## config.mk

```make
export PLATFORM = sky130hd
export DESIGN_NAME = dds_wave_gen
export DESIGN_NICKNAME = d
export VERILOG_FILES = /design/src/rtl/dds_wave_gen.sv
export SDC_FILE = /design/constraint.sdc
export NUM_CORES = 1
export LEC_CHECK = 0
export ABC_AREA = 0
export BUFFER_PORTS_ARGS = -buffer_cell sky130_fd_sc_hd__buf_2
export CORE_UTILIZATION = 30
export DETAILED_ROUTE_END_ITERATION = 8
export PLACE_DENSITY_LB_ADDON = 0.15
export SLEW_MARGIN = 25
export SYNTH_ARGS = -nofsm -noshare
export SYNTH_HDL_FRONTEND = slang
export SYNTH_SLANG_ARGS = --single-unit
```

## constraint.sdc

```tcl
create_clock -name pll_clk -period 9.75 [get_ports pll_clk]
set_input_delay 0.975 -clock pll_clk [delete_from_list [all_inputs] [get_ports pll_clk]]
set_output_delay 0.975 -clock pll_clk [all_outputs]
set_load 0.01 [all_outputs]
```

## src/rtl/dds_wave_gen.sv

```systemverilog
// dds_wave_gen: direct digital synthesis core. A phase accumulator advances once per
// Fg_clk period (every second pll_clk) and drives a 3-stage pipeline that shapes
// saw/triangle/square/ramp-down samples, scales them by amplitude and feeds the DAC.
// Optional feature macro: DDS_DITHER_EN adds a 16-bit LFSR offset to the phase
// just below the 12-bit phase field.
module dds_wave_gen #(
    parameter int unsigned ACC_W = 32,
    parameter int unsigned DAC_W = 10
) (
    input  logic             pll_clk,
    input  logic             Resetn,
    input  logic             run,
    input  logic             cfg_valid,
    output logic             cfg_ready,
    input  logic [ACC_W-1:0] cfg_ftw,
    input  logic [1:0]       cfg_wave,
    input  logic [7:0]       cfg_amp,
    input  logic [7:0]       cfg_duty,
    output logic [DAC_W-1:0] dac_data,
    output logic             dac_valid,
    output logic             wrap
);

    localparam logic [DAC_W-1:0] MidScale = {1'b1, {(DAC_W-1){1'b0}}};

    logic tick;
    logic ph_q;

    assign tick = ~ph_q;

    // Phase bit mirroring Fg_clk; datapath registers only move on tick edges
    always_ff @(posedge pll_clk or negedge Resetn) begin
        if (!Resetn) begin
            ph_q <= 1'b0;
        end else begin
            ph_q <= ~ph_q;
        end
    end

    logic [ACC_W-1:0] sh_ftw_q, ftw_q;
    logic [1:0]       sh_wave_q, wave_q;
    logic [7:0]       sh_amp_q, amp_q;
    logic [7:0]       sh_duty_q, duty_q;
    logic             rdy_q;

    // Config handshake: accept into shadow, copy the whole set to active on next tick
    always_ff @(posedge pll_clk or negedge Resetn) begin
        if (!Resetn) begin
            sh_ftw_q  <= '0;
            sh_wave_q <= 2'd0;
            sh_amp_q  <= 8'd0;
            sh_duty_q <= 8'd128;
            ftw_q     <= '0;
            wave_q    <= 2'd0;
            amp_q     <= 8'd0;
            duty_q    <= 8'd128;
            rdy_q     <= 1'b1;
        end else if (cfg_valid && rdy_q) begin
            sh_ftw_q  <= cfg_ftw;
            sh_wave_q <= cfg_wave;
            sh_amp_q  <= cfg_amp;
            sh_duty_q <= cfg_duty;
            rdy_q     <= 1'b0;
        end else if (tick && !rdy_q) begin
            ftw_q     <= sh_ftw_q;
            wave_q    <= sh_wave_q;
            amp_q     <= sh_amp_q;
            duty_q    <= sh_duty_q;
            rdy_q     <= 1'b1;
        end
    end

    assign cfg_ready = rdy_q;

    logic [ACC_W-1:0] acc_q;
    logic [ACC_W:0]   acc_sum;
    logic             wrap_q;

    assign acc_sum = {1'b0, acc_q} + {1'b0, ftw_q};

    // Stage 1: phase accumulator; wrap is a single-cycle pulse on carry-out
    always_ff @(posedge pll_clk or negedge Resetn) begin
        if (!Resetn) begin
            acc_q  <= '0;
            wrap_q <= 1'b0;
        end else begin
            if (tick) begin
                acc_q <= run ? acc_sum[ACC_W-1:0] : '0;
            end
            wrap_q <= tick & run & acc_sum[ACC_W];
        end
    end

    assign wrap = wrap_q;

    logic [11:0] p;

`ifdef DDS_DITHER_EN
    logic [15:0]      lfsr_q;
    logic             lfsr_fb;
    logic [ACC_W-1:0] acc_dith;
    logic             unused_dith;

    assign lfsr_fb = lfsr_q[15] ^ lfsr_q[13] ^ lfsr_q[12] ^ lfsr_q[10];

    // Dither LFSR (taps 16,14,13,11) stepping once per tick while running
    always_ff @(posedge pll_clk or negedge Resetn) begin
        if (!Resetn) begin
            lfsr_q <= 16'hACE1;
        end else if (tick && run) begin
            lfsr_q <= {lfsr_q[14:0], lfsr_fb};
        end
    end

    assign acc_dith    = acc_q + ({{(ACC_W-4){1'b0}}, lfsr_q[3:0]} << (ACC_W-16));
    assign p           = acc_dith[ACC_W-1 -: 12];
    assign unused_dith = ^acc_dith[ACC_W-13:0];
`else
    assign p = acc_q[ACC_W-1 -: 12];
`endif

    logic [11:0] raw;

    // Waveform shaping from the 12-bit phase
    always_comb begin
        raw = p;
        case (wave_q)
            2'd0:    raw = p;
            2'd1:    raw = p[11] ? {~p[10:0], 1'b0} : {p[10:0], 1'b0};
            2'd2:    raw = (p[11:4] < duty_q) ? 12'hFFF : 12'h000;
            default: raw = ~p;
        endcase
    end

    logic [11:0] r_q;
    logic [7:0]  amp2_q;
    logic        vr_q;

    // Stage 2: register raw sample; amplitude travels with it so a config
    // change never mixes old shape with new scale
    always_ff @(posedge pll_clk or negedge Resetn) begin
        if (!Resetn) begin
            r_q    <= 12'd0;
            amp2_q <= 8'd0;
            vr_q   <= 1'b0;
        end else if (tick) begin
            vr_q <= run;
            if (run) begin
                r_q    <= raw;
                amp2_q <= amp_q;
            end
        end
    end

    logic signed [12:0] s_val;
    logic signed [20:0] prod;
    logic [11:0]        o_val;
    logic               unused_bits;

    assign s_val = $signed({1'b0, r_q}) - 13'sd2048;
    assign prod  = 21'(s_val) * 21'($signed({1'b0, amp2_q}));
    // prod[20:8] is the floor-shifted value; adding midscale mod 4096 stays in range
    assign o_val = prod[19:8] + 12'h800;
    assign unused_bits = ^{prod[20], prod[7:0], o_val};

    logic [DAC_W-1:0] dac_q;
    logic             dac_valid_q;

    // Stage 3: scaled output; midscale whenever the pipeline is not full
    always_ff @(posedge pll_clk or negedge Resetn) begin
        if (!Resetn) begin
            dac_q       <= MidScale;
            dac_valid_q <= 1'b0;
        end else if (tick) begin
            if (run && vr_q) begin
                dac_q       <= o_val[11 -: DAC_W];
                dac_valid_q <= 1'b1;
            end else begin
                dac_q       <= MidScale;
                dac_valid_q <= 1'b0;
            end
        end
    end

    assign dac_data  = dac_q;
    assign dac_valid = dac_valid_q;

endmodule

```

==> flow_summary.toml, run 1 <==
[route]
routed_via_density = 4.59
routedWlPerCell_um = 14.5
finalWirelength_mm = 24.2
drt_iter0_markers = 348
dr.pass1.iters = 4
drc_errors = 0
vias = 7669
ant_nets = 0

[global_route]
grt_pass1_wl_mm = 41.0
grtUsageMet2_pct = 22.5
busiest_layer = "met2"
met3_usage_pct = 2.02
use_met1_pct = 17.7
grt_max_degree = 65
track_usage_pct = 13.3
gr-total-overflow = 0
grt_pass1_vias = 7924
antenna_found_initial = 0

[setup_path]
critPathSlowestCell = "dfrtp_1"
path_max_fanout = 13
endpoint_kind = "flop"
arrival_ns = 5.20
max_stage_delay_ns = 0.58
startpoint_type = "flop"
critPathRequiredTime_ns = 10.05
setup.worst_path.class = "flop to flop"
crit_chain = "nand2_1, fa_1, inv_1, fa_1, inv_1, fa_1, fa_1, inv_1, ha_1, a21o_1, a21oi_1, o21ai_0, a21o_1, a21oi_1, o21a_1, o21bai_1, a211oi_1, o31ai_1"
cp_common_cell = "fa_1"

[placed_design]
port_buffers = 66
placed_cells = 1639
preCtsSetupSlack_ns = 4.75
place_congestion = 0.818
dp_hpwl_mm = 18.0

[timing]
setup_slack_ns = 4.85
slew_viol_final = 0
slew_headroom_pct = 46.1
rsz0062_at_grt = "false"
max_slew.worst_pin.slew_ns = 0.808
setup_viol = 0
worst_clock_skew_ns = 0.0112
finalHoldViolCount = 0
setup-tns-final_ns = 0
max_freq_mhz = 204
whs_ns = 0.467
timing.final.crit_share_pct = 50.3
min_period_ns = 4.90

[status]
status = "finished clean"

[flow_run]
drv_cap = 0

[cells_and_area]
register_area_um2 = 4190
multi_input_area_um2 = 6530
drive_above_1_share_pct = 17.9
finish.net_count = 1358
area_growth_syn_to_layout_pct = 12.6
fill_cells = 3873
fin_cells = 1671
diodes = 0

[synth]
synth_area_um2 = 11400
async_reset_ff_share_pct = 100
ys_seq_elements = 167
syn_inst = 1111
synthTopCellsByCount = "dfrtp_1 (163), nand2_1 (158), inv_1 (125), mux2_2 (91), fa_1 (76)"
synth_top_area_share_pct = 35.9
synth_top_cell_by_area = "dfrtp_1"
synth_edf_count = 0
synth-main-ff-cell = "dfrtp_1"
syn_nets = 1315
avgSynthCellArea_um2 = 10.2
yosysMostFrequentCell = "dfrtp_1"
yosys_warnings = 0
synthDistinctLibCells = 58
synthTopCellsByArea = "dfrtp_1 (36%), fa_1 (13%), mux2_2 (9.0%)"
seq_area_frac_synth_pct = 36.8

[clock_tree]
path_clk_slew_ns = 0.07
post_cts_resized = 0
cts_max_path_buffers = 2
clkSinkCount = 167
htree_levels = 4
cts_setup_buffers = 0
root_buffer = "clkbuf_16"
cts_tree = "built"
clk_latency_ns = 0.44
cts_buffers = 17
holdBufCountCts = 0

[worst_hold_path]
hold_path_class = "flop to flop"

[floorplan]
die_h_um = 197
core_area_um2 = 37000
top_level_ports = 67
die_w_um = 197
die_area_um2 = 38600
rows = 70
initial_utilization_pct = 30.7
## layer usage
metal	share of wire, %	vias to the layer above	routed length [um]
li1	-	3762	-
met1	49	3825	11800
met2	48	63	11700
met3	1.9	19	453
met4	1.1	0	273
met5	0	-	0
## kinds of logic (layout without fill, tap and decap cells)
family | after synthesis | after routing | share of synthesized area (%)
compound gates | 202 | 202 | 11.1
xor+xnor | 53 | 53 | 4.09
fa+ha+maj | 150 | 150 | 21.6
buf+inv | 174 | 230 | 5.77
flops | 167 | 167 | 36.8
mux | 101 | 101 | 9.91
simple gates | 264 | 264 | 10.7
## worst max-delay path, delay by kind of cell (launching register included)
family,cells,cell delay (ns)
AOI/OAI and AO/OA,9,1.56
adders and majority gates,5,2.35
buffers and inverters,3,0.14
DFF,1,0.58
and+or+nand+nor,1,0.14
## state kept, by name (all words and copies together) (netlist names), 2 cells and up
register / flops
sh_amp_q: 8
sh_ftw_q: 32
wave_q: 2
sh_duty_q: 8
dac_data: 10
sh_wave_q: 2
ftw_q: 32
amp_q: 8
duty_q: 8
amp2_q: 8
r_q: 12
acc_q: 32
## final timing paths
kind / slack, ns / depth (start not counted) / from / to
max: 4.85 / 18 / amp2_q[2] / dac_data[8]
min: 0.47 / 2 / amp_q[6] / amp2_q[6]
max reg2reg: 4.85 / 18 / amp2_q[2] / dac_data[8]
min reg2reg: 0.47 / 2 / amp_q[6] / amp2_q[6]
max in group asynchronous: 8.08 / 2 / Resetn / sh_ftw_q[6]
min in group asynchronous: 0.48 / 1 / Resetn / sh_ftw_q[25]
## cells in the final DEF, fill, tap and decap left out, types with 3 or more instances in the layout
master / count
dfrtp_1: 162
nand2_1: 157
inv_1: 125
mux2_2: 91
fa_1: 76
ha_1: 74
o21ai_0: 68
buf_2: 65
and2_1: 51
a21oi_1: 48
xnor2_1: 40
a21o_1: 24
clkbuf_16: 17
xor2_1: 13
nor2_1: 11
mux2i_1: 10
nor2b_1: 9
nand3_1: 8
o21bai_1: 8
buf_4: 7
o21a_1: 6
o31ai_1: 6
nand2b_1: 5
a211oi_1: 5
and3_1: 5
inv_6: 5
o21ai_1: 4
nor3_1: 4
dfstp_2: 4
a31oi_1: 3
a221o_1: 3
a22o_1: 3
or2_2: 3
## area by class of cell
| type | count | share of cell area, % |
|---|---|---|
| Multi-Input combinational cell | 770 | 51.0 |
| Sequential cell | 167 | 32.7 |
| Clock buffer | 20 | 3.49 |
| Tap cell | 504 | 4.93 |
| Inverter | 125 | 3.67 |
| Timing Repair Buffer | 73 | 3.04 |
| Clock inverter | 12 | 1.11 |
## per-stage QoR
| step | cell area, um^2 | utilization [%] |
|---|---|---|
| 2_1_floorplan | 11400 | - |
| 3_3_place_gp | 12200 | 33.0 |
| 3_5_place_dp | 12200 | 33.0 |
| 4_1_cts | 12800 | 34.6 |
| 5_1_grt | 12800 | 34.6 |
| 6_report | 12800 | 34.6 |
Power of run 1 is left out: the tool's default activity adds up to more than one toggle a clock period on the data nets, which glitch-free logic cannot reach.
==> run 2, diff against run 1 <==
==> constraint.sdc (replaced) <==
create_clock -name pll_clk -period 4.35 [get_ports pll_clk]
set_input_delay 0.435 -clock pll_clk [delete_from_list [all_inputs] [get_ports pll_clk]]
set_output_delay 0.435 -clock pll_clk [all_outputs]
set_load 0.01 [all_outputs]
==> flow_summary.toml, run 2 (synthesis gave the netlist of run 1 again) <==
[status]
status = "finished with violations"
violations = "negative setup slack"

[cells_and_area]
fin_cells = 1746
postLayoutCoreUtil_pct = 36.7
finish.net_count = 1433
finalInstanceArea_um2 = 13600
area_growth_syn_to_layout_pct = 19.6
drive_above_1_share_pct = 26.7
multi_input_area_um2 = 6690
diodes = 0
final_cell_mix = "dfrtp_1 (153), nand2_1 (151), inv_1 (117)"
reg.largest.list = "acc_q (32), ftw_q (32), sh_ftw_q (32)"
mostFrequentLayoutCell = "dfrtp_1"
register_area_um2 = 4200
fill_cells = 3848

[global_route]
grt_pass1_wl_mm = 42.3
grt_pass1_vias = 8296
grt_max_degree = 72
grtUsageMet2_pct = 23.0
busiest_layer = "met2"
track_usage_pct = 13.7
antenna_found_initial = 0
gr-total-overflow = 0
met3_usage_pct = 2.09
use_met1_pct = 18.3

[route]
routed_via_density = 4.56
drc_errors = 0
drt_iter0_markers = 279
vias = 7960
finalWirelength_mm = 25.2
routedWlPerCell_um = 14.4
ant_nets = 0
dr.pass1.iters = 4

[setup_path]
arrival_ns = 4.80
endpoint_kind = "flop"
setup.worst_path.class = "flop to flop"
critPathSlowestCell = "fa_1"
crit_chain = "buf_6, buf_4, nand2_2, fa_1, inv_2, fa_1, fa_1, inv_1, fa_1, inv_1, ha_4, a2111o_1, a21oi_2, o21a_1, buf_4, o211ai_1, xnor2_1, o22a_1"
path_max_fanout = 4
cp_common_cell = "fa_1"
critPathRequiredTime_ns = 4.72
r2r_cells = 18
startpoint_type = "flop"
max_stage_delay_ns = 0.56

[timing]
min_period_ns = 4.43
slew_viol_final = 0
timing.final.crit_share_pct = 102
setup_slack_ns = -0.0838
max_slew.worst_pin.slew_ns = 0.813
slew_headroom_pct = 45.6
rsz0062_at_grt = "true"
setup_viol = 2
finalHoldViolCount = 0
max_freq_mhz = 226
worst_clock_skew_ns = 0.0121

[floorplan]
core_area_um2 = 37000
rows = 70
die_w_um = 197
initial_utilization_pct = 30.7
die_area_um2 = 38600
die_h_um = 197
top_level_ports = 67

[clock_tree]
holdBufCountCts = 0
cts_max_path_buffers = 2
path_clk_slew_ns = 0.08
clk_latency_ns = 0.43
root_buffer = "clkbuf_16"
cts_tree = "built"
clkSinkCount = 167
htree_levels = 4
cts_buffers = 17

[placed_design]
port_buffers = 66
placed_cells = 1695
dp_hpwl_mm = 18.9
dpl_cell_area_um2 = 12700
place_congestion = 0.822

[worst_hold_path]
hold_path_class = "primary input to asynchronous set/reset pin"

[flow_run]
drv_cap = 0
[run 2: changes by cell type in the layout (fill, tap and decap cells not counted), moves of 8 or more]
cell	change
buf_4	+65
inv_2	+8
dfrtp_1	-9
dfrtp_2	+9
buf_6	+9
inv_1	-8
[run 2: per-layer routing]
layer  vias up  wire [um]  part of all wire [%]
met3        16        481                   1.9
li1       3920          -                     -
met2        76      12300                    49
met5         -          0                     0
met4         0        276                   1.1
met1      3948      12100                    48
[run 2: path summary, 6_finish.rpt]
path / from / to / slack, ns
max: amp2_q[1] / dac_data[9] / -0.08
min: Resetn / sh_ftw_q[25] / 0.006
max reg2reg: amp2_q[1] / dac_data[9] / -0.08
min reg2reg: amp_q[7] / amp2_q[7] / 0.47
max in group asynchronous: Resetn / r_q[3] / 3.42
min in group pll_clk: cfg_ftw[21] / sh_ftw_q[21] / 0.23
[run 2: final cells by class]
class / instances / share of cell area (%)
multi-input combinational: 770 / 49.2
clock inverter: 14 / 1.18
sequential: 167 / 30.9
tap: 504 / 4.64
inverter: 125 / 3.46
clock buffer: 18 / 3.23
timing repair buffer: 148 / 7.35
[run 2: metrics by stage]
step                setup slack, ns  setup TNS, ns  hold slack (ns)
detailed placement           -0.324          -1.60            0.450
CTS                          -0.125         -0.238           0.0365
global route                 -0.250          -1.39           0.0634
finish                      -0.0838         -0.147          0.00551
floorplan                    0.0378              0            0.139
global placement             -0.258          -1.22            0.447
[run 2: critical path, delay by kind of cell (launching register included)]
family,cells,cell delay (ns)
AO/OA/AOI/OAI,5,0.98
XOR/XNOR,1,0.14
adder cells (fa/ha/maj),5,2.28
buffers and inverters,6,0.51
flip-flops,1,0.40
AND/OR/NAND/NOR,1,0.05
[run 2: repair_timing]
action,4_1_cts,5_1_grt
setup endpoints to repair,9,9
buffers inserted,15,4
pin swaps,34,17
resized for setup,23,28
Power of run 2 is left out for the same reason.
